File: src/rtl/q_8_38_pkg.sv
// Shared types and constants for the sign-magnitude adder.
// sm_t is sized from DEFAULT_WIDTH, so the top-level WIDTH must match it.
package q_8_38_pkg;

   localparam int DEFAULT_WIDTH = 8;
   localparam int MAG_WIDTH     = DEFAULT_WIDTH - 1;

   typedef struct packed {
      logic                 sign;
      logic [MAG_WIDTH-1:0] mag;
   } sm_t;

   localparam sm_t SM_POS_ZERO = '{sign: 1'b0, mag: '0};
   localparam sm_t SM_NEG_ZERO = '{sign: 1'b1, mag: '0};

   // Largest representable magnitude with the given sign
   function automatic sm_t sm_saturate(input logic sign);
      sm_t r;
      r.sign = sign;
      r.mag  = '1;
      return r;
   endfunction

endpackage

File: src/rtl/q_8_38_mag_unit.sv
// Combinational sign-magnitude add/subtract core.
// Same signs add magnitudes (carry = magnitude overflow, wrapped result).
// Different signs subtract the smaller magnitude from the larger and take
// the larger operand's sign; equal magnitudes give positive zero.
module q_8_38_mag_unit
   import q_8_38_pkg::*;
(
   input  logic                 sign_a,
   input  logic                 sign_b,
   input  logic [MAG_WIDTH-1:0] mag_a,
   input  logic [MAG_WIDTH-1:0] mag_b,
   output sm_t                  result,
   output logic                 carry
);

   logic [MAG_WIDTH:0]   mag_sum;
   logic [MAG_WIDTH-1:0] diff_ab;
   logic [MAG_WIDTH-1:0] diff_ba;

   assign mag_sum = {1'b0, mag_a} + {1'b0, mag_b};
   assign diff_ab = mag_a - mag_b;
   assign diff_ba = mag_b - mag_a;

   // Pick the add path or the compare/subtract path and select the sign
   always_comb begin
      result = SM_POS_ZERO;
      carry  = 1'b0;
      if (sign_a == sign_b) begin
         result.sign = sign_a;
         result.mag  = mag_sum[MAG_WIDTH-1:0];
         carry       = mag_sum[MAG_WIDTH];
      end else if (mag_a > mag_b) begin
         result.sign = sign_a;
         result.mag  = diff_ab;
      end else if (mag_b > mag_a) begin
         result.sign = sign_b;
         result.mag  = diff_ba;
      end
   end

endmodule

File: src/rtl/q_8_38_signed_add.sv
// Registered sign-magnitude adder, one cycle of latency.
// Optional build macro: Q838_SAT_EN -- when defined, a same-sign overflow
// saturates the magnitude to all ones instead of wrapping (carry still set).
module q_8_38_signed_add
   import q_8_38_pkg::*;
#(
   parameter int WIDTH = DEFAULT_WIDTH
) (
   input  logic             clk,
   input  logic             rst,
   input  logic             in_valid,
   input  logic [WIDTH-1:0] A,
   input  logic [WIDTH-1:0] B,
   output logic             out_valid,
   output logic [WIDTH-1:0] sum,
   output logic             carry
);

   sm_t  mag_result;
   logic mag_carry;
   sm_t  next_sum;

   q_8_38_mag_unit u_mag_unit (
      .sign_a (A[WIDTH-1]),
      .sign_b (B[WIDTH-1]),
      .mag_a  (A[WIDTH-2:0]),
      .mag_b  (B[WIDTH-2:0]),
      .result (mag_result),
      .carry  (mag_carry)
   );

`ifdef Q838_SAT_EN
   // Clamp the magnitude on a same-sign overflow; carry only occurs there
   always_comb begin
      next_sum = mag_result;
      if (mag_carry) begin
         next_sum = sm_saturate(mag_result.sign);
      end
   end
`else
   // Wrap-around build passes the core result straight through
   always_comb begin
      next_sum = mag_result;
   end
`endif

   // Output stage: valid follows in_valid, result only loads on valid input
   always_ff @(posedge clk or posedge rst) begin
      if (rst) begin
         out_valid <= 1'b0;
         sum       <= SM_POS_ZERO;
         carry     <= 1'b0;
      end else begin
         out_valid <= in_valid;
         if (in_valid) begin
            sum   <= next_sum;
            carry <= mag_carry;
         end
      end
   end

endmodule

File: config.mk
export PLATFORM = sky130hd
export DESIGN_NAME = q_8_38_signed_add
export DESIGN_NICKNAME = d
export VERILOG_FILES = /design/src/rtl/q_8_38_pkg.sv /design/src/rtl/q_8_38_mag_unit.sv /design/src/rtl/q_8_38_signed_add.sv
export SDC_FILE = /design/constraint.sdc
export NUM_CORES = 1
export LEC_CHECK = 0
export BUFFER_PORTS_ARGS = -buffer_cell sky130_fd_sc_hd__buf_2
export CAP_MARGIN = 20
export CORE_MARGIN = 2
export CORE_UTILIZATION = 45
export CTS_CLUSTER_SIZE = 25
export DETAILED_ROUTE_END_ITERATION = 10
export GPL_TIMING_DRIVEN = 0
export PLACE_DENSITY = 0.66
export SETUP_SLACK_MARGIN = 0.5
export SLEW_MARGIN = 20
export SYNTH_ARGS = -nofsm -noshare
export SYNTH_HDL_FRONTEND = slang
export SYNTH_SLANG_ARGS = --single-unit
File: constraint.sdc
create_clock -name clk -period 1.4 [get_ports clk]
set_input_delay 0.07 -clock clk [delete_from_list [all_inputs] [get_ports clk]]
set_output_delay 0.07 -clock clk [all_outputs]
set_load 0.02 [all_outputs]
# == After elaboration in Yosys (flattened, before gate mapping) ==
# Cells that the tools add are included.
# op_classes
n_mux,4
add_sub_neg,3
n_eq_ne,1
order_cmp,2
# ops
cell,n
8-bit 2-to-1 mux,3
7-bit greater-than comparator,2
7-bit subtractor,2
7-bit by 7-bit adder with 8-bit output,1
1-bit equality test,1
1-bit 2-to-1 mux,1
# word_totals
regBits,10
elab_cells,13
output_inout_bits,10
in_bits,19

# == Longest topological paths before layout ==
# Gate-level depths: netlist (run 1).
# logic_depth
depth_word,4
ltp_mapped,9
mapped_depth_nobuf,9

# == Cells and area by module ==
# A second synthesis (run 1) with hierarchy kept.
# hier_totals
cells_unflattened,161
area_unflattened_um2,1491.4
# modules_own_cells
module,area_each_um2,cells_per_inst,instances,seq_area_each_um2
q_8_38_mag_unit,1091.0,140,1,0.0
q_8_38_signed_add,400.4,21,1,250.2

# == Least setup slack after synthesis (run 1) ==
# No wires, ideal clock.
# synth_timing
path_type,input port to flip-flop
start,in A[1]
end,reg sum[5]
path_stages,8
setup_time_ns,0.145
path_buffers,0
slack_ns,-0.398
arrival_time_ns,1.653
required_ns,1.255
path_cell_list,inv_1 ha_1 and2b_1 o221a_1 o21a_1 or3_1 a32oi_1 o221ai_1
# synth_via
elab_chain_cells,4
elab_cells_between_ends,8
classes_between,add/sub: 3; order compare: 2; mux: 3
# synth_lines
item,line_no,text
from (decl),q_8_38_signed_add.sv:12,"input logic [WIDTH-1:0] A,"
7-bit subtractor / 7-bit greater-than comparator (equally long branches),"q_8_38_mag_unit.sv:22, q_8_38_mag_unit.sv:35",
8-bit 2-to-1 mux,q_8_38_mag_unit.sv:35,end else if (mag_b > mag_a) begin
8-bit 2-to-1 mux,q_8_38_mag_unit.sv:32,end else if (mag_a > mag_b) begin
8-bit 2-to-1 mux *,q_8_38_mag_unit.sv:28,if (sign_a == sign_b) begin
to (signal assigned),q_8_38_signed_add.sv:56,sum <= next_sum;
to (decl),q_8_38_signed_add.sv:15,"output logic [WIDTH-1:0] sum,"
# Every way passes the cells marked *; elsewhere a longest branch is shown, timed or not.
# A chain may end at the register's enable or synchronous reset.

# == Final worst setup path (run 1) ==
# Same ends and word-level chain as after synthesis.

==> results of run 1 <==
[sequential cells by signal, summed over array words and instances (netlist names)]
register and cells:
out_valid 1, carry 1, sum 8
[how the worst max path moves through the flow]
stage / end / start / slack (ns)
global placement: sum[5] / A[1] / -0.64
global route: sum[1] / A[1] / -0.33
finish: sum[5] / A[1] / -0.28
floorplan: sum[5] / A[1] / -0.29
detailed placement: sum[5] / A[1] / -0.65
CTS: sum[5] / A[1] / -0.26
[power by group]
part | switching [mW] | internal [mW]
sequential | 0.0307 | 0.342
clock | 0.0951 | 0.0993
combinational | 0.519 | 0.495
[stage by stage]
step / worst slack (ns) / instances / hold slack [ns] / cell area (sq um) / util
2_1_floorplan: -0.291 / 168 / -0.0898 / 1510 / -
3_3_place_gp: -0.639 / 240 / 0.0507 / 1710 / 0.559
3_5_place_dp: -0.648 / 240 / 0.0620 / 1710 / 0.559
4_1_cts: -0.263 / 257 / 0.113 / 2030 / 0.665
5_1_grt: -0.333 / 265 / 0.151 / 2150 / 0.705
6_report: -0.283 / 265 / 0.113 / 2150 / 0.705
[metal layers]
layer	up-vias	share of wire	routed length, um
met5	-	0	0
met1	667	0.44	1690
li1	696	-	-
met2	43	0.51	1940
met4	0	0.016	61
met3	7	0.031	119
[cells in the final DEF (no fill, tap or decap), types with 3 or more instances in the layout]
cell       n
inv_2      3
ha_4       6
o22ai_1    3
o21a_1     4
nand2_1    3
buf_6     12
clkbuf_4   3
a221oi_2   3
ha_1      15
o21ai_0    6
buf_4     20
dfrtp_1   10
nor2_1     9
buf_2     19
a21oi_2    7
inv_1     20
a31oi_1    3
xnor2_1   10
nand3_1    3
[kinds of logic after synthesis]
logic type,after synthesis,synth area share
AOI/OAI and AO/OA,53,0.292
and+or+nand+nor,35,0.137
buffers and inverters,33,0.0951
adders and majority gates,24,0.220
xor gates and xnor gates,12,0.0733
DFF,10,0.175
muxes,1,0.00785
[area by class of cell]
type,instances,area share
buffer,8,0.0291
clock buffer,3,0.0105
inverter,25,0.0465
multi-input combinational,125,0.595
sequential,10,0.116
tap,44,0.0256
timing repair buffer,50,0.177
[worst max-delay path, delay by kind of cell]
kind / cells / cell delay, ns
adders and majority gates: 1 / 0.25
and+or+nand+nor: 2 / 0.55
buffers and inverters: 2 / 0.18
AOI/OAI and AO/OA: 4 / 0.77
[what timing repair did]
item	4_1_cts	5_1_grt
hold buffers	2	0
pin swaps	24	11
hold endpoints to repair	11	0
buffers inserted	12	8
gates resized for setup	45	18
setup endpoints to repair	9	13
==> flow_summary.json, run 1 <==
{
  "hold_depth": 3,
  "gr-usage-all-layers": 0.223,
  "fin_skew_ns": 0,
  "synth_enable_flop_cells": 0,
  "ys_ff_latch": 10,
  "slowest_stage": "or3_1",
  "async_flop_share": 1.00,
  "nets": 266,
  "post-route-period-util": 1.20,
  "grt.busiest_layer": "met2",
  "io_buffers": 28,
  "syn_area_per_cell_sq_um": 8.53,
  "ir_worst_vdd_mv": 0.253,
  "fin_ws_ns": -0.283,
  "path_clk_slew_ns": 0.06,
  "worst-r2r-cell-count": 3,
  "syn_area_sq_um": 1430,
  "worstReg2RegEnd": "carry",
  "grt.overflow.total": 0,
  "hp-class": "in2reg",
  "path_max_fanout": 4,
  "period_needed_ns": 1.68,
  "r2r_slack_ns": 0.54,
  "grt_pass1_wl_um": 6220,
  "initial_core_util": 0.470,
  "yosysWarnings": 0,
  "cp.required_ns": 1.53,
  "synthCells": 168,
  "first_global_vias": 1387,
  "arrival_ns": 1.81,
  "totalWireLength_um": 3810,
  "fp.coreArea_sq_um": 3050,
  "clkSinkCount": 10,
  "violations": "setup timing",
  "grt_max_degree": 11,
  "setup_tns_ns": -1.53,
  "leakagePower_nw": 1.00,
  "p_per_area_nw_per_um2": 735,
  "dieWidth_um": 60.5,
  "wl_per_cell_um": 14.4,
  "critical_path.cell_chain": "buf_8 -> clkinvlp_4 -> ha_4 -> and2b_2 -> o221a_1 -> o21a_1 -> or3_1 -> a32oi_2 -> o221ai_1",
  "r2r-start": "carry",
  "gp_congestion": 0.825,
  "finalPower_mw": 1.58,
  "synthMostInstantiatedCell": "inv_1",
  "hpwl_um": 2710,
  "synthTopCellsByCount": "inv_1 (25), ha_1 (22), a21oi_1 (10), dfrtp_1 (10), xnor2_1 (10)",
  "avgViaCountPerCell": 5.33,
  "slew_violations": 0,
  "max_stage_delay_ns": 0.32,
  "yosysTopAreaCellShare": 0.192,
  "min_from": "A[7]",
  "synth_ff_type": "dfrtp_1",
  "cts_max_level": 1,
  "antenna_found_initial": 0,
  "chipHeight_um": 60.5,
  "syn_nets": 211,
  "maxSlewHeadroom": 0.343,
  "setup_viol": 8,
  "grt_use_met1": 0.283,
  "end_kind": "flop",
  "seqCellArea_sq_um": 250,
  "rows": 20,
  "synth_top_cell_by_area": "ha_1",
  "ant_nets": 0,
  "rsz0062_at_grt": "true",
  "gr-usage-met3": 0.0149,
  "startpoint_type": "input port",
  "multi_input_area_sq_um": 1280,
  "area_delta_synth_final_pct": 50.0,
  "drc": 0,
  "fillers": 253,
  "hold_viol_final": 0,
  "diodes": 0,
  "first_iter_violations": 69,
  "path_class": "in2reg",
  "dr_total_vias": 1413,
  "fmax_ghz": 0.594,
  "cts_tree": "yes",
  "ioPinCount": 29,
  "tightest_slew_ns": 0.978,
  "ys_top_cells_by_area": "ha_1 (19%), dfrtp_1 (17%), inv_1 (6.5%), xnor2_1 (6.1%), a21oi_1 (3.5%)",
  "clk_latency_ns": 0.26,
  "root_buffer": "clkbuf_4",
  "clock_path_buffers": 2,
  "drive_gt1_frac": 0.480,
  "fp.dieArea_sq_um": 3650,
  "timing.max_cap.violations": 0,
  "grt_util_met2": 0.411,
  "status": "finished, violations left",
  "ys_seq_area_frac": 0.175,
  "drt-pass1-iter-count": 4,
  "min_to": "sum[7]",
  "synth_cell_types": 49,
  "cts_buffers": 3
}
No activity file was read; power rests on OpenSTA's default activity.
==> run 2, diff against run 1 <==
--- a/config.mk
+++ b/config.mk
@@ -5,8 +5,10 @@
 export SDC_FILE = /design/constraint.sdc
 export NUM_CORES = 1
 export LEC_CHECK = 0
+export ABC_AREA = 1
 export BUFFER_PORTS_ARGS = -buffer_cell sky130_fd_sc_hd__buf_2
 export CAP_MARGIN = 20
+export CORE_ASPECT_RATIO = 1.75
 export CORE_MARGIN = 2
 export CORE_UTILIZATION = 45
 export CTS_CLUSTER_SIZE = 25
==> flow_summary.json, run 2 <==
{
  "status": "complete, no violations",
  "path_max_fanout": 4,
  "synth_top_cell_by_area": "ha_1",
  "fin_skew_ns": 0,
  "first_iter_violations": 32,
  "leakagePower_nw": 1.29,
  "io_buffers": 28,
  "diodes": 0,
  "r2r_slack_ns": 0.55,
  "clkSinkCount": 10,
  "arrival_ns": 1.47,
  "largest_register_ffs": 8,
  "setup_viol": 0,
  "top_register": "sum",
  "dp_worst_setup_slack_ns": -0.184,
  "ant_nets": 0,
  "first_global_vias": 1700,
  "nets": 346,
  "crit_family": "simple AND/OR/NAND/NOR gates",
  "grt_pass1_wl_um": 6950,
  "max_stage_delay_ns": 0.36,
  "drt-pass1-iter-count": 4,
  "cts_tree": "yes",
  "critical_path.cell_chain": "buf_8 -> clkinvlp_4 -> ha_4 -> inv_4 -> o21bai_4 -> nand2_1 -> nand3_1 -> nand2_1 -> nand2_1 -> nand2_1 -> nand3_1 -> nand2_1 -> nor2_2",
  "rsz0062_at_grt": "true",
  "grt.overflow.total": 0,
  "post-route-period-util": 0.933,
  "area_delta_synth_final_pct": 56.2,
  "pwr-share-comb": 0.615,
  "syn_area_per_cell_sq_um": 6.48,
  "power_switching_mw": 0.694,
  "end_kind": "flop",
  "fp.dieArea_sq_um": 3980,
  "cp.required_ns": 1.57,
  "p_per_area_nw_per_um2": 691,
  "dr_total_vias": 1664,
  "cp_common_cell": "nand2_1",
  "drt-met1-wl_um": 1510,
  "slowest_stage": "ha_4",
  "synth_cell_types": 31,
  "root_buffer": "clkbuf_8",
  "drc": 0,
  "hp-class": "in2reg",
  "ys_seq_area_frac": 0.160,
  "clock_path_buffers": 2,
  "wl_met3_um": 96,
  "min_from": "A[7]",
  "final_cell_mix": "nand2_1 (60), inv_1 (34), buf_4 (26), buf_2 (17), ha_1 (14)",
  "dieWidth_um": 48.5,
  "synthMostInstantiatedCell": "nand2_1",
  "async_flop_share": 1.00,
  "hpwl_um": 3160,
  "synth_ff_type": "dfrtp_1",
  "drive_gt1_frac": 0.412,
  "timing.max_cap.violations": 0,
  "hold_viol_final": 0,
  "synthTopCellsByCount": "nand2_1 (70), inv_1 (46), ha_1 (22)",
  "synthCells": 241,
  "fp.coreArea_sq_um": 3360,
  "internal_power_mw": 0.991,
  "tightest_slew_ns": 0.416,
  "path_clk_slew_ns": 0.04,
  "fin_ws_ns": 0.0940,
  "rows": 28,
  "yosysTopAreaCellShare": 0.176,
  "avgViaCountPerCell": 4.81,
  "gp_congestion": 0.828,
  "wl_per_cell_um": 11.9,
  "setup_tns_ns": 0,
  "cts_max_level": 1,
  "highest_layer": "met4",
  "clk_latency_ns": 0.23,
  "ir_worst_vdd_mv": 0.459,
  "grt_max_degree": 11,
  "p_clk_frac": 0.170,
  "hold_depth": 3,
  "yosysWarnings": 0,
  "swShare": 0.412,
  "path_buf_inv": 3,
  "ioPinCount": 29,
  "seqPwrFrac": 0.215,
  "syn_nets": 284,
  "ys_top_cells_by_area": "ha_1 (18%), nand2_1 (17%), dfrtp_1 (16%), inv_1 (11%), nand3_1 (5.8%)",
  "antenna_found_initial": 0,
  "gr-usage-all-layers": 0.220,
  "r2r-start": "sum[6]",
  "syn_area_sq_um": 1560,
  "period_needed_ns": 1.31,
  "fmax_ghz": 0.766,
  "min_to": "sum[7]",
  "worst-r2r-cell-count": 3,
  "slew_violations": 0,
  "chipHeight_um": 81.9,
  "dr_wl_met2_um": 2410,
  "worstReg2RegEnd": "sum[6]",
  "final_common_cell": "nand2_1",
  "synth_enable_flop_cells": 0,
  "reg_top3": "sum (8), carry (1), out_valid (1)",
  "cts_buffers": 3,
  "ys_ff_latch": 10,
  "initial_core_util": 0.464,
  "maxSlewHeadroom": 0.721,
  "startpoint_type": "input port",
  "path_class": "in2reg",
  "totalWireLength_um": 4130
}
==> run 2: cell types whose count changed after synthesis, moves of 4 or more <==
cell	change
o21a_1	-4
nand2_2	+4
xor2_1	+4
xnor2_1	-9
inv_1	+21
buf_2	-4
nand3_1	+14
nand4_1	+5
nand2_1	+66
==> run 2: worst max-delay path by stage <==
| stage | start | to | cells after the start |
|---|---|---|---|
| finish | A[1] | sum[6] | 13 |
| global route | B[1] | sum[4] | 13 |
| CTS | B[2] | sum[4] | 12 |
| detailed placement | A[1] | sum[5] | 12 |
| global placement | A[2] | sum[4] | 14 |
| floorplan | A[0] | sum[4] | 10 |
==> run 2: routing by layer <==
layer | global-route usage | vias up
met4 | 0.106 | 0
met1 | 0.206 | 757
li1 | - | 865
met2 | 0.476 | 33
met5 | 0 | -
met3 | 0.00909 | 9
==> run 2: kinds of logic (layout without fill, tap and decap cells) <==
| kind of cell | Yosys count | after routing | share of synthesized area |
|---|---|---|---|
| simple gates | 123 | 123 | 0.372 |
| compound gates | 25 | 25 | 0.0897 |
| xor+xnor | 7 | 7 | 0.0393 |
| flops | 10 | 10 | 0.160 |
| buf+inv | 52 | 112 | 0.137 |
| fa+ha+maj | 24 | 24 | 0.202 |
==> run 2: power by group through the flow <==
| stage | Sequential (mW) | Combinational, mW | Clock (mW) |
|---|---|---|---|
| after CTS | 0.364 | 0.975 | 0.293 |
| after floorplan | 0.433 | 0.535 | 0 |
| after global placement | 0.366 | 0.797 | 0 |
| after detailed placement | 0.367 | 0.810 | 0 |
| final | 0.362 | 1.04 | 0.287 |
| after global routing | 0.370 | 1.14 | 0.295 |
==> run 2: worst reg2reg max path, cell delays in order, from the launching register on <==
cell and delay, ns:
dfrtp_1 0.36, or2_2 0.27, nand2_1 0.08, nor2_2 0.03
==> run 2: cell type report <==
class	instances	area [sq um]
buffer	5	63.8
multi-input combinational	179	1370
clock buffer	3	41.3
fill	292	925
timing repair buffer	57	462
tap	45	56.3
sequential	10	250
inverter	47	195
==> run 2: through the flow <==
stage	hold slack, ns	cells	total power [mW]	area [sq um]	utilization
after global placement	0.0526	314	1.16	1940	0.576
after detailed placement	0.0608	314	1.18	1940	0.576
after global routing	0.147	346	1.80	2440	0.725
after CTS	0.132	341	1.63	2330	0.693
after floorplan	-0.0898	241	0.968	1740	-
final	0.131	346	1.69	2440	0.725
==> run 2: repair_timing <==
item	in CTS	in global routing
endpoints found under the hold margin	11	0
setup buffers	22	5
gates resized for setup	49	15
setup endpoints to repair	9	9
pin swaps	32	25
hold buffers	2	0
